===== src/rtl/cpu_pkg.sv =====
// Shared CPU front-end definitions: word/PC widths, reset PC default,
// NOP encoding and the {pc, ins} entry carried by the fetch queue.
package cpu_pkg;
  localparam int WORD_W = 32;
  localparam int PC_W   = 32;

  localparam logic [PC_W-1:0]   DEFAULT_RESET_PC = 32'h0000_0000;
  localparam logic [WORD_W-1:0] NOP_INS          = 32'h0000_0000;

  typedef struct packed {
    logic [PC_W-1:0]   pc;
    logic [WORD_W-1:0] ins;
  } fetch_entry_t;
endpackage


===== src/rtl/fetch_fifo.sv =====
// Parameterised synchronous FIFO with a clear input.
// Ports:
//   clk, rst        clock, asynchronous active-high reset
//   clr             synchronous flush; overrides push and pop this cycle
//   push, push_data write one entry (ignored when full)
//   pop             drop the head entry (ignored when empty)
//   head            current head entry (storage contents, valid when count!=0)
//   count           number of entries held, 0..DEPTH
module fetch_fifo #(
  parameter int WIDTH = 32,
  parameter int DEPTH = 4
) (
  input  logic                       clk,
  input  logic                       rst,
  input  logic                       clr,
  input  logic                       push,
  input  logic [WIDTH-1:0]           push_data,
  input  logic                       pop,
  output logic [WIDTH-1:0]           head,
  output logic [$clog2(DEPTH+1)-1:0] count
);
  localparam int AW = (DEPTH > 1) ? $clog2(DEPTH) : 1;
  localparam int CW = $clog2(DEPTH + 1);

  logic [WIDTH-1:0] mem_q [DEPTH];
  logic [WIDTH-1:0] mem_d [DEPTH];
  logic [AW-1:0]    wr_ptr_q, wr_ptr_d, rd_ptr_q, rd_ptr_d;
  logic [CW-1:0]    count_q, count_d;
  logic             do_push, do_pop;

  // Explicit wrap so non-power-of-two depths (e.g. MAX_OUT=3) also work.
  function automatic logic [AW-1:0] ptr_inc(input logic [AW-1:0] p);
    if (p == AW'(DEPTH - 1)) begin
      return '0;
    end else begin
      return p + AW'(1'b1);
    end
  endfunction

  assign do_push = push && (count_q != CW'(DEPTH));
  assign do_pop  = pop && (count_q != '0);
  assign head    = mem_q[rd_ptr_q];
  assign count   = count_q;

  // Next-state for pointers, occupancy and storage.
  always_comb begin
    wr_ptr_d = wr_ptr_q;
    rd_ptr_d = rd_ptr_q;
    count_d  = count_q;
    mem_d    = mem_q;
    if (clr) begin
      wr_ptr_d = '0;
      rd_ptr_d = '0;
      count_d  = '0;
    end else begin
      if (do_push) begin
        mem_d[wr_ptr_q] = push_data;
        wr_ptr_d        = ptr_inc(wr_ptr_q);
      end else begin
        wr_ptr_d = wr_ptr_q;
      end
      if (do_pop) begin
        rd_ptr_d = ptr_inc(rd_ptr_q);
      end else begin
        rd_ptr_d = rd_ptr_q;
      end
      case ({do_push, do_pop})
        2'b10:   count_d = count_q + CW'(1'b1);
        2'b01:   count_d = count_q - CW'(1'b1);
        default: count_d = count_q;
      endcase
    end
  end

  // State registers; storage is cleared on reset so the head reads zero.
  always_ff @(posedge clk or posedge rst) begin
    if (rst) begin
      wr_ptr_q <= '0;
      rd_ptr_q <= '0;
      count_q  <= '0;
      mem_q    <= '{default: '0};
    end else begin
      wr_ptr_q <= wr_ptr_d;
      rd_ptr_q <= rd_ptr_d;
      count_q  <= count_d;
      mem_q    <= mem_d;
    end
  end
endmodule


===== src/rtl/fetch_queue_checker.sv =====
// Protocol/consistency checks for fetch_queue (simulation assertions).
// Ports:
//   clk, rst     clock and reset of the checked block
//   imem_rvalid  response strobe from instruction memory
//   outstanding  granted-but-unanswered request count
//   drop_cnt     responses still to be discarded after a redirect
//   tag_count    occupancy of the PC-tag FIFO
module fetch_queue_checker #(
  parameter int OW = 2
) (
  input logic          clk,
  input logic          rst,
  input logic          imem_rvalid,
  input logic [OW-1:0] outstanding,
  input logic [OW-1:0] drop_cnt,
  input logic [OW-1:0] tag_count
);
  // A response with nothing outstanding is a memory protocol violation.
  a_no_orphan_rsp: assert property (@(posedge clk) disable iff (rst)
    !(imem_rvalid && (outstanding == '0)));

  // Every kept in-flight request owns exactly one PC tag.
  a_tag_balance: assert property (@(posedge clk) disable iff (rst)
    tag_count == (outstanding - drop_cnt));
endmodule


===== src/rtl/fetch_queue.sv =====
// Instruction-fetch front end: issues word-addressed requests to a
// variable-latency imem, buffers returned words with their PCs and hands
// {pc, ins} to execute over valid/ready. A redirect flushes the queue and
// discards responses still in flight.
// Optional build macro FETCH_BYPASS_EN: when the queue is empty, a kept
// response that execute accepts the same cycle is forwarded combinationally.
// Ports:
//   clk, rstd                 clock, asynchronous active-high reset
//   imem_req/addr/gnt         request handshake (addr in PC units)
//   imem_rvalid/rdata         in-order responses
//   ins_valid/ins/pc/ins_ready  head entry handshake to execute
//   redirect, redirect_pc     flush and restart fetch at redirect_pc
module fetch_queue
  import cpu_pkg::*;
#(
  parameter int               DEPTH    = 4,
  parameter int               MAX_OUT  = 2,
  parameter logic [PC_W-1:0]  RESET_PC = DEFAULT_RESET_PC
) (
  input  logic              clk,
  input  logic              rstd,
  output logic              imem_req,
  output logic [PC_W-1:0]   imem_addr,
  input  logic              imem_gnt,
  input  logic              imem_rvalid,
  input  logic [WORD_W-1:0] imem_rdata,
  output logic              ins_valid,
  output logic [WORD_W-1:0] ins,
  output logic [PC_W-1:0]   pc,
  input  logic              ins_ready,
  input  logic              redirect,
  input  logic [PC_W-1:0]   redirect_pc
);
  localparam int OW = $clog2(MAX_OUT + 1);
  localparam int CW = $clog2(DEPTH + 1);

  logic [PC_W-1:0] fetch_pc_q, fetch_pc_d;
  logic [OW-1:0]   outstanding_q, outstanding_d;
  logic [OW-1:0]   drop_cnt_q, drop_cnt_d;

  logic            grant, rsp_ok, drop_now, keep, bypass_fire;
  logic            q_valid, q_push, q_pop;
  logic [CW-1:0]   q_count;
  logic [OW-1:0]   tag_count;
  logic [PC_W-1:0] tag_head;
  fetch_entry_t    q_in, q_head;

  // Credit check: queued plus in-flight words never exceed DEPTH.
  assign imem_req  = !rstd && !redirect && (outstanding_q < OW'(MAX_OUT)) &&
                     ((32'(q_count) + 32'(outstanding_q)) < 32'(DEPTH));
  assign imem_addr = fetch_pc_q;
  assign grant     = imem_req && imem_gnt;

  // Orphan responses (nothing outstanding) are ignored entirely.
  assign rsp_ok   = imem_rvalid && (outstanding_q != '0);
  assign drop_now = rsp_ok && (drop_cnt_q != '0);
  assign keep     = rsp_ok && (drop_cnt_q == '0);

`ifdef FETCH_BYPASS_EN
  assign bypass_fire = keep && !q_valid && ins_ready && !redirect;
`else
  assign bypass_fire = 1'b0;
`endif

  assign q_valid = (q_count != '0);
  assign q_in    = '{pc: tag_head, ins: imem_rdata};
  assign q_push  = keep && !redirect && !bypass_fire;
  assign q_pop   = q_valid && ins_ready && !redirect;

  fetch_fifo #(.WIDTH($bits(fetch_entry_t)), .DEPTH(DEPTH)) u_queue (
    .clk       (clk),
    .rst       (rstd),
    .clr       (redirect),
    .push      (q_push),
    .push_data (q_in),
    .pop       (q_pop),
    .head      (q_head),
    .count     (q_count)
  );

  // PC tags are written at grant and consumed by kept responses only.
  fetch_fifo #(.WIDTH(PC_W), .DEPTH(MAX_OUT)) u_tags (
    .clk       (clk),
    .rst       (rstd),
    .clr       (redirect),
    .push      (grant),
    .push_data (fetch_pc_q),
    .pop       (keep),
    .head      (tag_head),
    .count     (tag_count)
  );

  // Head presentation, with optional same-cycle forwarding.
  always_comb begin
    ins_valid = q_valid;
    ins       = q_head.ins;
    pc        = q_head.pc;
    if (bypass_fire) begin
      ins_valid = 1'b1;
      ins       = imem_rdata;
      pc        = tag_head;
    end else begin
      ins_valid = q_valid;
    end
  end

  // Fetch PC, in-flight count and drop count next-state.
  always_comb begin
    fetch_pc_d    = fetch_pc_q;
    outstanding_d = outstanding_q;
    drop_cnt_d    = drop_cnt_q;
    case ({grant, rsp_ok})
      2'b10:   outstanding_d = outstanding_q + OW'(1'b1);
      2'b01:   outstanding_d = outstanding_q - OW'(1'b1);
      default: outstanding_d = outstanding_q;
    endcase
    if (redirect) begin
      fetch_pc_d = redirect_pc;
      // Everything still in flight after this cycle belongs to the old path.
      drop_cnt_d = outstanding_d;
    end else begin
      if (grant) begin
        fetch_pc_d = fetch_pc_q + PC_W'(1'b1);
      end else begin
        fetch_pc_d = fetch_pc_q;
      end
      if (drop_now) begin
        drop_cnt_d = drop_cnt_q - OW'(1'b1);
      end else begin
        drop_cnt_d = drop_cnt_q;
      end
    end
  end

  // Control state registers.
  always_ff @(posedge clk or posedge rstd) begin
    if (rstd) begin
      fetch_pc_q    <= RESET_PC;
      outstanding_q <= '0;
      drop_cnt_q    <= '0;
    end else begin
      fetch_pc_q    <= fetch_pc_d;
      outstanding_q <= outstanding_d;
      drop_cnt_q    <= drop_cnt_d;
    end
  end

  fetch_queue_checker #(.OW(OW)) u_chk (
    .clk         (clk),
    .rst         (rstd),
    .imem_rvalid (imem_rvalid),
    .outstanding (outstanding_q),
    .drop_cnt    (drop_cnt_q),
    .tag_count   (tag_count)
  );
endmodule


===== config.mk =====
export PLATFORM = sky130hd
export DESIGN_NAME = fetch_queue
export DESIGN_NICKNAME = d
export VERILOG_FILES = /design/src/rtl/cpu_pkg.sv /design/src/rtl/fetch_fifo.sv /design/src/rtl/fetch_queue_checker.sv /design/src/rtl/fetch_queue.sv
export SDC_FILE = /design/constraint.sdc
export NUM_CORES = 1
export LEC_CHECK = 0
export ABC_AREA = 1
export CELL_PAD_IN_SITES_DETAIL_PLACEMENT = 1
export CELL_PAD_IN_SITES_GLOBAL_PLACEMENT = 1
export CORE_AREA = 10 10 210 212
export DETAILED_ROUTE_END_ITERATION = 16
export DIE_AREA = 0 0 220 222
export HOLD_SLACK_MARGIN = 0.05
export PLACE_DENSITY = 0.81
export SETUP_SLACK_MARGIN = 0.3
export SLEW_MARGIN = 30
export SYNTH_ARGS = -nofsm -noshare
export SYNTH_HDL_FRONTEND = slang
export SYNTH_SLANG_ARGS = --single-unit

===== constraint.sdc =====
create_clock -name clk -period 13 [get_ports clk]
set_clock_uncertainty 0.2 [all_clocks]
set_input_delay 1.3 -clock clk [delete_from_list [all_inputs] [get_ports clk]]
set_output_delay 1.3 -clock clk [all_outputs]
set_load 0.05 [all_outputs]

Word level (Yosys, flattened, before mapping) --
Cells that the tools add are included.
Word-level totals: register bits after elaboration 367, input port bits 70, output and inout bits 98, logic and storage cells 117
Operators by class: add/subtract/negate cells 13, order comparisons 8, eq/ne operators 10, mux-type cells 33, bitwise gates (word level) 5, reductions and logical operators 33
Operators with widths (count):
- bitwise mux 256 bit | 1
- 2-to-1 mux 32 bit | 6
- 2-to-1 mux 64 bit | 3
- binary-select mux 64 bit (select 2 bit) | 1
- demux 64 bit (select 2 bit) | 1
- bitwise mux 64 bit | 1
- adder 32 x 1 -> 32 bit, second input constant | 1
- demux 32 bit (select 1 bit) | 1
- 2-to-1 mux 2 bit | 9
- nonzero test 2 bit | 9
- logical AND 1 bit | 16
- equality test 2 bit, second input constant | 5
- nonzero test 3 bit | 3
- adder 2 x 1 -> 2 bit, second input constant | 4
- one-hot mux 2 bit (2 select lines) | 2
- equality test 2 x 1 -> 1 bit, second input constant | 3
- greater-or-equal comparator 3 bit, second input constant | 2
- 2-to-1 mux 1 bit | 6
- NOT 2 -> 3 bit | 2
- one-hot mux 3 bit (2 select lines) | 1
- subtractor 2 x 1 -> 2 bit, second input constant | 3
- adder 3 x 2 -> 4 bit | 1
- greater-or-equal comparator 2 bit, second input constant | 2
- less-than comparator 4 x 3 -> 1 bit, second input constant | 1
- other kinds (14) | 18

Logic depth before layout (Yosys ltp) --
Gate-level depths: netlist of the first run.
word-level depth 9, gate-level depth with buffers 12, depth with buffers taken out 11

Hierarchy --
A second synthesis of the first run with hierarchy kept.
Unflattened totals: cells, all modules 2127, area total of the unflattened synthesis 18210.0 sq um
By module, submodules not included:
- fetch_fifo at u_queue | instances 1, cells an instance 1312, area each 12280.5 sq um, sequential area each 6581.3 sq um
- fetch_fifo at u_tags | instances 1, cells an instance 377, area each 3203.1 sq um, sequential area each 1701.6 sq um
- fetch_queue | instances 1, cells an instance 438, area each 2726.4 sq um, sequential area each 900.9 sq um

Least setup slack after synthesis of the first run --
OpenSTA, ideal clock, no wires.
path kind in2reg, start point input rstd, end point register drop_cnt_q[1], setup time 0.137 ns, data arrival time 12.080 ns, data required time 12.663 ns, setup slack 0.583 ns, stages 11, buffers on the path 1, cells stage by stage inv_1 nand2_1 nor2_2 nand2_1 clkbuf_1 ha_1 a21oi_1 o21ai_0 xor2_1 nand2_1 o221ai_1
Between the ends: cells in the longest elaborated chain, start to end 8, elaborated cells on any way between the ends 9, those cells by class eq/ne: 2; mux: 2; reduce/logical: 5
Ends and longest elaborated chain:
- from (decl) | RTL line fetch_queue.sv:21 | input logic rstd,
- zero test 1 bit (no line) (*)
- logical AND 1 bit (*) (3 in a row) | RTL line fetch_queue.sv:49 | assign imem_req = !rstd && !redirect && (outstanding_q < OW'(MAX_OUT)) &&
- named net imem_req | RTL line fetch_queue.sv:22 | output logic imem_req,
- logical AND 1 bit (*) | RTL line fetch_queue.sv:52 | assign grant = imem_req && imem_gnt;
- equality test 2 x 1 -> 1 bit or equality test 2 bit (tied branches) | RTL line fetch_queue.sv:112 | case ({grant, rsp_ok})
- one-hot mux 2 bit (2 select lines) (*) | RTL line fetch_queue.sv:112
- named net outstanding_d[1] | RTL line fetch_queue.sv:38 | logic [OW-1:0] outstanding_q, outstanding_d;
- 2-to-1 mux 2 bit (*) | RTL line fetch_queue.sv:117 | if (redirect) begin
- to (signal assigned) | RTL line fetch_queue.sv:144 | drop_cnt_q <= drop_cnt_d;
- to (decl) | RTL line fetch_queue.sv:39 | logic [OW-1:0] drop_cnt_q, drop_cnt_d;
The timed path passes the listed nets; every way through them passes the cells marked *. A chain may end at the register's enable or synchronous reset.

Worst setup path after layout of the first run --
start point register u_queue.rd_ptr_q[0], end point output ins[17]
Between the ends: cells in the longest elaborated chain, start to end 4
Ends and longest elaborated chain:
- from (decl) | RTL line fetch_fifo.sv:27 | logic [AW-1:0] wr_ptr_q, wr_ptr_d, rd_ptr_q, rd_ptr_d;
- from (signal assigned) | RTL line fetch_fifo.sv:84 | rd_ptr_q <= rd_ptr_d;
- NOT 2 -> 3 bit (not written as such) | RTL line fetch_fifo.sv:42 | assign head = mem_q[rd_ptr_q];
- binary-select mux 64 bit (select 2 bit) | RTL line fetch_fifo.sv:42
- 2-to-1 mux 64 bit (not written as such) (2 in a row) | RTL line fetch_fifo.sv:42
- to (decl) | RTL line fetch_queue.sv:28 | output logic [WORD_W-1:0] ins,
No other way between the ends. The select of a mux whose other input is x is not followed.

==> PnR_summary.wiki, run 1 <==
{| class="wikitable"
! Metric !! Value
|-
| Clock insertion delay at the later pin of the skew report || between 500 and 600 ps
|-
| Net switching share of the total power || approximately 40%
|-
| Number of antenna diodes || 0
|-
| Pin count of the biggest net entering global routing || 96
|-
| Share of final-layout standard cells stronger than drive strength 1 || between 6 and 7%
|-
| Signal arrival time at the worst endpoint || about 3900 ps
|-
| Clock power frac || between 20 and 30%
|-
| Class of the most critical setup path || flip-flop to primary output
|-
| Starting density of the core || a little over two fifths
|-
| Slew margin rel. || a little under two fifths
|-
| Count of distinct cell types in the synthesized netlist || 37
|-
| Detail Route Antenna Nets || 0
|-
| Num ports || roughly 170
|-
| Internal cell power || roughly 2.7 mW
|-
| Initial antenna violation count || 0
|-
| Post-Synthesis Cell Area || 17,000 um2
|-
| Number of hold-repair buffers added at the cts stage || 0
|-
| Residual DRC || 0
|-
| Delay of the slowest critical-path stage || 870 ps
|-
| Mean post-synth cell area || between 8 and 9 um2
|-
| Setup Total Neg Slack || 0 ps
|-
| Area occupied by multi-input gates || 6790 um2
|-
| Clk Tree Root Cell || clkbuf_16
|-
| Overall die area || about 49,000 um2
|-
| Max stage delay cell, worst path || clkdlybuf4s50_1
|-
| Power share of the sequential group || a little over a third
|-
| Setup violation total in the final timing report || 0
|-
| Placed wire-length estimate after detailed placement || 32,200 um
|-
| #FFs+latches synth || 367
|-
| Clock-pin slew on the worst setup and hold paths || around 60 ps
|-
| Status || finished clean
|-
| Clock tree from TritonCTS || yes
|-
| Number of buffers inserted by port buffering || 167
|-
| Average vias per placed instance || 5.36
|-
| Fmax || 185 MHz
|-
| Maximum buffer depth of the clock tree || 3
|-
| Initial drt markers || between 800 and 900
|-
| Number of enable flip-flop cells after synthesis || 0
|-
| Max H-tree Level || 2
|-
| Number of vias in the routed layout || ~15k
|-
| Final weighted congestion in routability-driven placement || slightly above 0.9
|-
| Max-cap violations || 0
|-
| Max rail drop VDD || 0.0000848 V
|-
| Area of all placed cells without fillers || between 20,000 and 25,000 um2
|-
| Area growth syn-to-layout || 19.7%
|-
| Total length of routed wires || just over 50,000 um
|-
| Slew at the pin closest to its max-slew limit || approximately 940 ps
|-
| Number of nets in the layout || 2,257
|-
| Shortest period the worst path allows || about 5400 ps
|-
| Worst-path cell chain || inv_4 -> buf_4 -> o21ai_0 -> o22ai_1 -> clkdlybuf4s50_1
|-
| Setup slack, reg-to-reg || approximately 9800 ps
|-
| Number of instances in the synthesized netlist || around 2.1k
|-
| Worst Path Required || between 10,000 and 15,000 ps
|-
| Fin. Hold Viols || 0
|-
| Class of the tightest hold or removal check || flip-flop to flip-flop
|-
| Most common cell after layout, fill and taps aside || nand2_1
|-
| Fraction of the yosys area taken by sequential cells || ~54%
|-
| CP startpoint kind || flip-flop
|-
| Clock buffers created by TritonCTS || between 40 and 50
|-
| Final max-slew violation count || 0
|-
| FF+latch area || between 9000 and 10,000 um2
|-
| Commonest non-fill, non-tap cells in the layout || nand2_1 (722), dfrtp_1 (365), o21ai_0 (227)
|-
| Count of clock tree sinks || between 300 and 400
|-
| GR Overflow Total || 0
|-
| Unrepaired setup endpoints after global routing || no
|-
| Top_reg_cell synth || dfrtp_1
|-
| Count of standard-cell rows || 73
|-
| Vias in the first global route || between 15k and 20k
|-
| Biggest fanout along the worst timing path || 74
|-
| Crit share post-route || 41.5%
|-
| First-pass GRT wire length || 85,000 um
|-
| Count of instances resized after the clock tree is built || 0
|-
| Static power due to leakage || slightly below 10 nW
|-
| Global Route Usage Sum || a little over a fifth
|-
| Core Footprint || roughly 40,000 um2
|-
| Overall die height || roughly 220 um
|-
| Post-CTS Repair Setup Buffers || 0
|-
| Critical path endpoint category || primary output
|-
| Wire length per cell || between 15 and 20 um
|-
| Power share of the combinational group || a little over a third
|-
| Post-synthesis async set-or-reset flop share || 100%
|-
| Switching power total || about 1.7 mW
|-
| Fill cell count || roughly 4.7k
|-
| Warnings, synthesis || 0
|-
| Cell area after placement || roughly 19,000 um2
|-
| Die outline width || ~220 um
|-
| Synthesized Nets || roughly 2.1k
|-
| Drt first pass iters || 5
|-
| Total power per unit cell area || around 220 nW/um2
|}
==> layout make-up <==
cell class	count	area share, %
Clock buffer	63	6.35
Multi-Input combinational cell	1465	33.4
Timing Repair Buffer	187	9.04
Tap cell	525	3.23
Clock inverter	14	0.744
Sequential cell	367	45.1
Inverter	114	2.15
==> per-stage QoR <==
stage          worst slack, ps  total power [mW]  utilization (%)  hold WS (ps)  std cells
2_1_floorplan              583              2.65                -           237       2068
3_3_place_gp              7800              3.15             47.6           248       2657
3_5_place_dp              7770              3.21             47.7           253       2658
4_1_cts                   7330              4.46             51.3           268       2735
5_1_grt                   7400              4.67             51.4           286       2735
6_report                  7600              4.42             51.4           265       2735
==> cells by family after synthesis <==
group	after synthesis	synth area share, %
AND/OR/NAND/NOR	974	22.6
AO/OA/AOI/OAI	435	13.7
flip-flops	367	54.0
buffers and inverters	236	6.14
multiplexers	31	2.05
XOR/XNOR	15	0.772
adder cells (fa/ha/maj)	10	0.779
==> per-layer routing <==
layer	up-vias	GRT usage [%]	routed length [um]
met5	-	0	0
met4	0	6.32	1220
met3	78	4.24	2850
met2	305	35.8	25200
met1	7363	26.8	22400
li1	6925	-	-
==> state kept, by name (all words and copies together) (netlist names) <==
name / cells
drop_cnt_q: 2
imem_addr: 32
u_queue.count: 3
u_tags.rd_ptr_q: 1
u_queue.wr_ptr_q: 2
u_queue.mem_q: 256
outstanding_q: 2
u_tags.mem_q: 64
u_tags.wr_ptr_q: 1
u_queue.rd_ptr_q: 2
u_tags.count: 2
==> Yosys cell counts (5+ instances only) <==
| library cell | n | area share, % |
|---|---|---|
| nor3_1 | 17 | 0.50 |
| ha_1 | 9 | 0.66 |
| nor2_4 | 5 | 0.33 |
| dfrtp_1 | 367 | 54 |
| mux2_2 | 31 | 2.1 |
| inv_1 | 108 | 2.4 |
| inv_2 | 6 | 0.13 |
| o21ai_0 | 227 | 6.7 |
| o21ai_1 | 112 | 3.3 |
| nor2_1 | 164 | 3.6 |
| buf_2 | 28 | 0.82 |
| nand2_1 | 723 | 16 |
| clkbuf_1 | 74 | 1.6 |
| o211ai_1 | 7 | 0.31 |
| o22ai_1 | 65 | 2.4 |
| buf_6 | 16 | 1.1 |
| o221ai_1 | 7 | 0.36 |
| a21oi_1 | 9 | 0.26 |
| nand3_1 | 50 | 1.5 |
| xor2_1 | 12 | 0.62 |
==> critical path: cells and delay by family (launching register included) <==
family          cells  cell delay (ps)
compound gates      2              450
buf+inv             3             2170
flops               1              710
==> final timing paths <==
kind	from	endpoint	cells past startpoint
max in group asynchronous	rstd	u_queue.mem_q[44]	4
worst min register to register	u_queue.mem_q[121]	u_queue.mem_q[121]	2
worst max register to register	u_queue.count[1]	u_queue.mem_q[11]	8
min in group asynchronous	rstd	u_queue.mem_q[211]	2
worst min-delay path	u_queue.mem_q[121]	u_queue.mem_q[121]	2
worst max-delay path	u_queue.rd_ptr_q[0]	ins[17]	5
==> power by group through the flow <==
stage | registers [mW] | logic (mW) | clock network, mW
after floorplan | 1.60 | 1.06 | 0
after global placement | 1.58 | 1.56 | 0
after detailed placement | 1.60 | 1.61 | 0
after CTS | 1.59 | 1.62 | 1.25
after global routing | 1.62 | 1.75 | 1.30
final | 1.59 | 1.60 | 1.23
(Power assumes the default switching activity.)
==> run 2, diff against run 1 <==
- clock period: 13 -> 5.05 ns (I/O delays scaled with it)
==> run 2 against run 1 <==
Against the previous run: total power increased to 2.5 times the previous value; largest power group unchanged; combinational power rose to 2.6 times the previous value; worst hold slack got worse by 160 ps; critical endpoint is now pc[17].
==> PnR_summary.wiki, run 2 (synthesis gave the netlist of run 1 again) <==
{| class="wikitable"
! Metric !! Value
|-
| Total length of routed wires || 52,600 um (+1.8%)
|-
| Fin cells || 2,741 (+0.22%)
|-
| Setup Total Neg Slack || 0 ps (unchanged)
|-
| Residual DRC || 0 (unchanged)
|-
| Fill cell count || 4,727 (-0.063%)
|-
| Clock-pin slew on the worst setup and hold paths || 60 ps (about the same)
|-
| Clk Tree Root Cell || clkbuf_16
|-
| Slew at the pin closest to its max-slew limit || 835 ps (-103 ps)
|-
| Crit share post-route || 77.7%
|-
| Detail Route Antenna Nets || 0 (unchanged)
|-
| Clock buffers created by TritonCTS || 42 (unchanged)
|-
| Number of vias in the routed layout || 14.7k (+0.29%)
|-
| Count of instances resized after the clock tree is built || 0 (unchanged)
|-
| Maximum buffer depth of the clock tree || 3 (unchanged)
|-
| Class of the most critical setup path || flip-flop to primary output
|-
| Worst setup margin || 1130 ps (-6480 ps)
|-
| Max H-tree Level || 2 (unchanged)
|-
| Die outline width || 220 um (unchanged)
|-
| Reg2Reg Depth || 8 (unchanged)
|-
| CP Depth || 5 (unchanged)
|-
| Post-CTS Repair Setup Buffers || 0 (unchanged)
|-
| Setup slack, reg-to-reg || 2310 ps (-7440 ps)
|-
| Cell family with most CP delay || buffers and inverters
|-
| Wire length per cell || 19.2 um (+1.6%)
|-
| Count of standard-cell rows || 73 (unchanged)
|-
| Commonest non-fill, non-tap cells in the layout || nand2_1 (721), dfrtp_1 (365), o21ai_0 (219)
|-
| Area of all placed cells without fillers || 20,400 um2 (about the same)
|-
| Max-cap violations || 0 (unchanged)
|-
| Area growth syn-to-layout || 19.8% (about the same)
|-
| First-pass GRT wire length || 85,500 um (+0.54%)
|-
| Number of hold-repair buffers added at the cts stage || 0 (unchanged)
|-
| Overall power consumption || 11.1 mW (+150%)
|-
| Biggest register || u_queue.mem_q
|-
| GR Overflow Total || 0 (unchanged)
|-
| Pin count of the biggest net entering global routing || 161 (+68%)
|-
| Worst Path Required || 4350 ps (-7150 ps)
|-
| Share of final-layout standard cells stronger than drive strength 1 || 6.95% (+0.21 points)
|-
| # placed instances || 2,663 (+0.19%)
|-
| Cell area after placement || 19,000 um2 (+0.59%)
|-
| Core Footprint || 39,600 um2 (unchanged)
|-
| Signal arrival time at the worst endpoint || 3220 ps (-680 ps)
|-
| Unrepaired setup endpoints after global routing || no
|-
| Final design utilization || 51.4% (about the same)
|-
| Count of clock tree sinks || 367 (unchanged)
|-
| Setup violation total in the final timing report || 0 (unchanged)
|-
| Number of buffers inserted by port buffering || 167 (unchanged)
|-
| Final max-slew violation count || 0 (unchanged)
|-
| Endpoint of the lowest-slack register-to-register path || u_queue.mem_q[74]
|-
| Max stage delay cell, worst path || clkdlybuf4s50_1
|-
| Flip-flop count of the largest register, all copies and words added || 256 (unchanged)
|-
| Number of antenna diodes || 0 (unchanged)
|-
| Critical path destination || pc[17]
|-
| Total power per unit cell area || 547 nW/um2 (+150%)
|-
| Biggest fanout along the worst timing path || 60 (-19%)
|-
| Vias in the first global route || 15.9k (-0.41%)
|-
| Status || finished clean
|-
| Static power due to leakage || 9.90 nW (about the same)
|-
| Worst-case setup slack after placement || 1450 ps (-6320 ps)
|-
| Drt first pass iters || 6 (+1)
|-
| Starting density of the core || 42.9% (unchanged)
|-
| Most common cell after layout, fill and taps aside || nand2_1
|-
| Final weighted congestion in routability-driven placement || 0.853 (-6.6%)
|-
| Worst-path cell chain || clkinv_2 -> buf_12 -> o21ai_0 -> o22ai_1 -> clkdlybuf4s50_1
|-
| Clock insertion delay at the later pin of the skew report || 540 ps (about the same)
|-
| Slew margin rel. || 44.3% (+6.8 points)
|-
| Global Route Usage Sum || 21.4% (+0.16 points)
|-
| Fin. Hold Viols || 0 (unchanged)
|-
| Reg-to-reg critical path startpoint || u_queue.count[0]
|-
| Critical path endpoint category || primary output
|-
| Initial antenna violation count || 0 (unchanged)
|-
| Shortest period the worst path allows || between 3000 and 4000 ps
|-
| Delay of the slowest critical-path stage || 880 ps (about the same)
|-
| Initial drt markers || 990 (+15%)
|-
| Class of the tightest hold or removal check || input port to async pin
|-
| CP startpoint kind || flip-flop
|-
| Fmax || 255 MHz
|-
| Number of nets in the layout || 2,264 (+0.31%)
|-
| Num ports || 168 (unchanged)
|-
| Overall die area || 48,800 um2 (unchanged)
|-
| Clock tree from TritonCTS || yes
|-
| Placed wire-length estimate after detailed placement || 33,300 um (+3.4%)
|-
| Fin Hold WS || 103 ps (-162 ps)
|-
| Overall die height || 222 um (unchanged)
|-
| Number of buffers and inverters on the critical path || 3 (unchanged)
|-
| Average vias per placed instance || 5.37 (about the same)
|-
| Startpoint of the most critical setup path || u_queue.rd_ptr_q[0]
|-
| Max rail drop VDD || 0.000226 V (+170%)
|}
-- run 2: cell count changes in the layout (fill, tap and decap cells not counted), moves of 2 or more --
cell       before  now
o21ai_0       227  219
o21ai_1       112  120
clkbuf_1        8   15
buf_12          0    5
buf_4          16   20
bufinv_16       3    0
clkbuf_16      45   43
-- run 2: power breakdown --
| group | switching, mW | internal [mW] | leakage, nW |
|---|---|---|---|
| sequential | 0.436 | 3.64 | 4.91 |
| clock | 1.20 | 1.70 | 0.644 |
| combinational | 2.80 | 1.36 | 4.35 |
-- run 2: layer usage --
layer | GRT usage [%] | up-vias | wire length (um)
li1 | - | 6960 | -
met4 | 5.11 | 0 | 896
met3 | 3.87 | 66 | 2710
met1 | 27.9 | 7399 | 23500
met5 | 0 | - | 0
met2 | 35.8 | 289 | 25500
-- run 2: cell type report --
cell class | instances | area, um2 | share of cell area, %
multi-input combinational | 1465 | 6830 | 33.5
clock buffer | 67 | 1260 | 6.16
tap | 525 | 657 | 3.22
sequential | 367 | 9190 | 45.1
inverter | 114 | 435 | 2.14
clock inverter | 9 | 51.3 | 0.252
timing repair buffer | 194 | 1960 | 9.63
-- run 2: worst min path at each step --
stage	from	end	slack (ps)	cells after the start
finish	rstd	u_queue.mem_q[212]	100	2
global route	rstd	u_queue.mem_q[212]	130	2
CTS	rstd	u_queue.mem_q[212]	100	2
detailed placement	u_queue.mem_q[179]	u_queue.mem_q[179]	250	2
global placement	u_queue.mem_q[127]	u_queue.mem_q[127]	250	2
floorplan	u_queue.mem_q[100]	u_queue.mem_q[100]	240	2
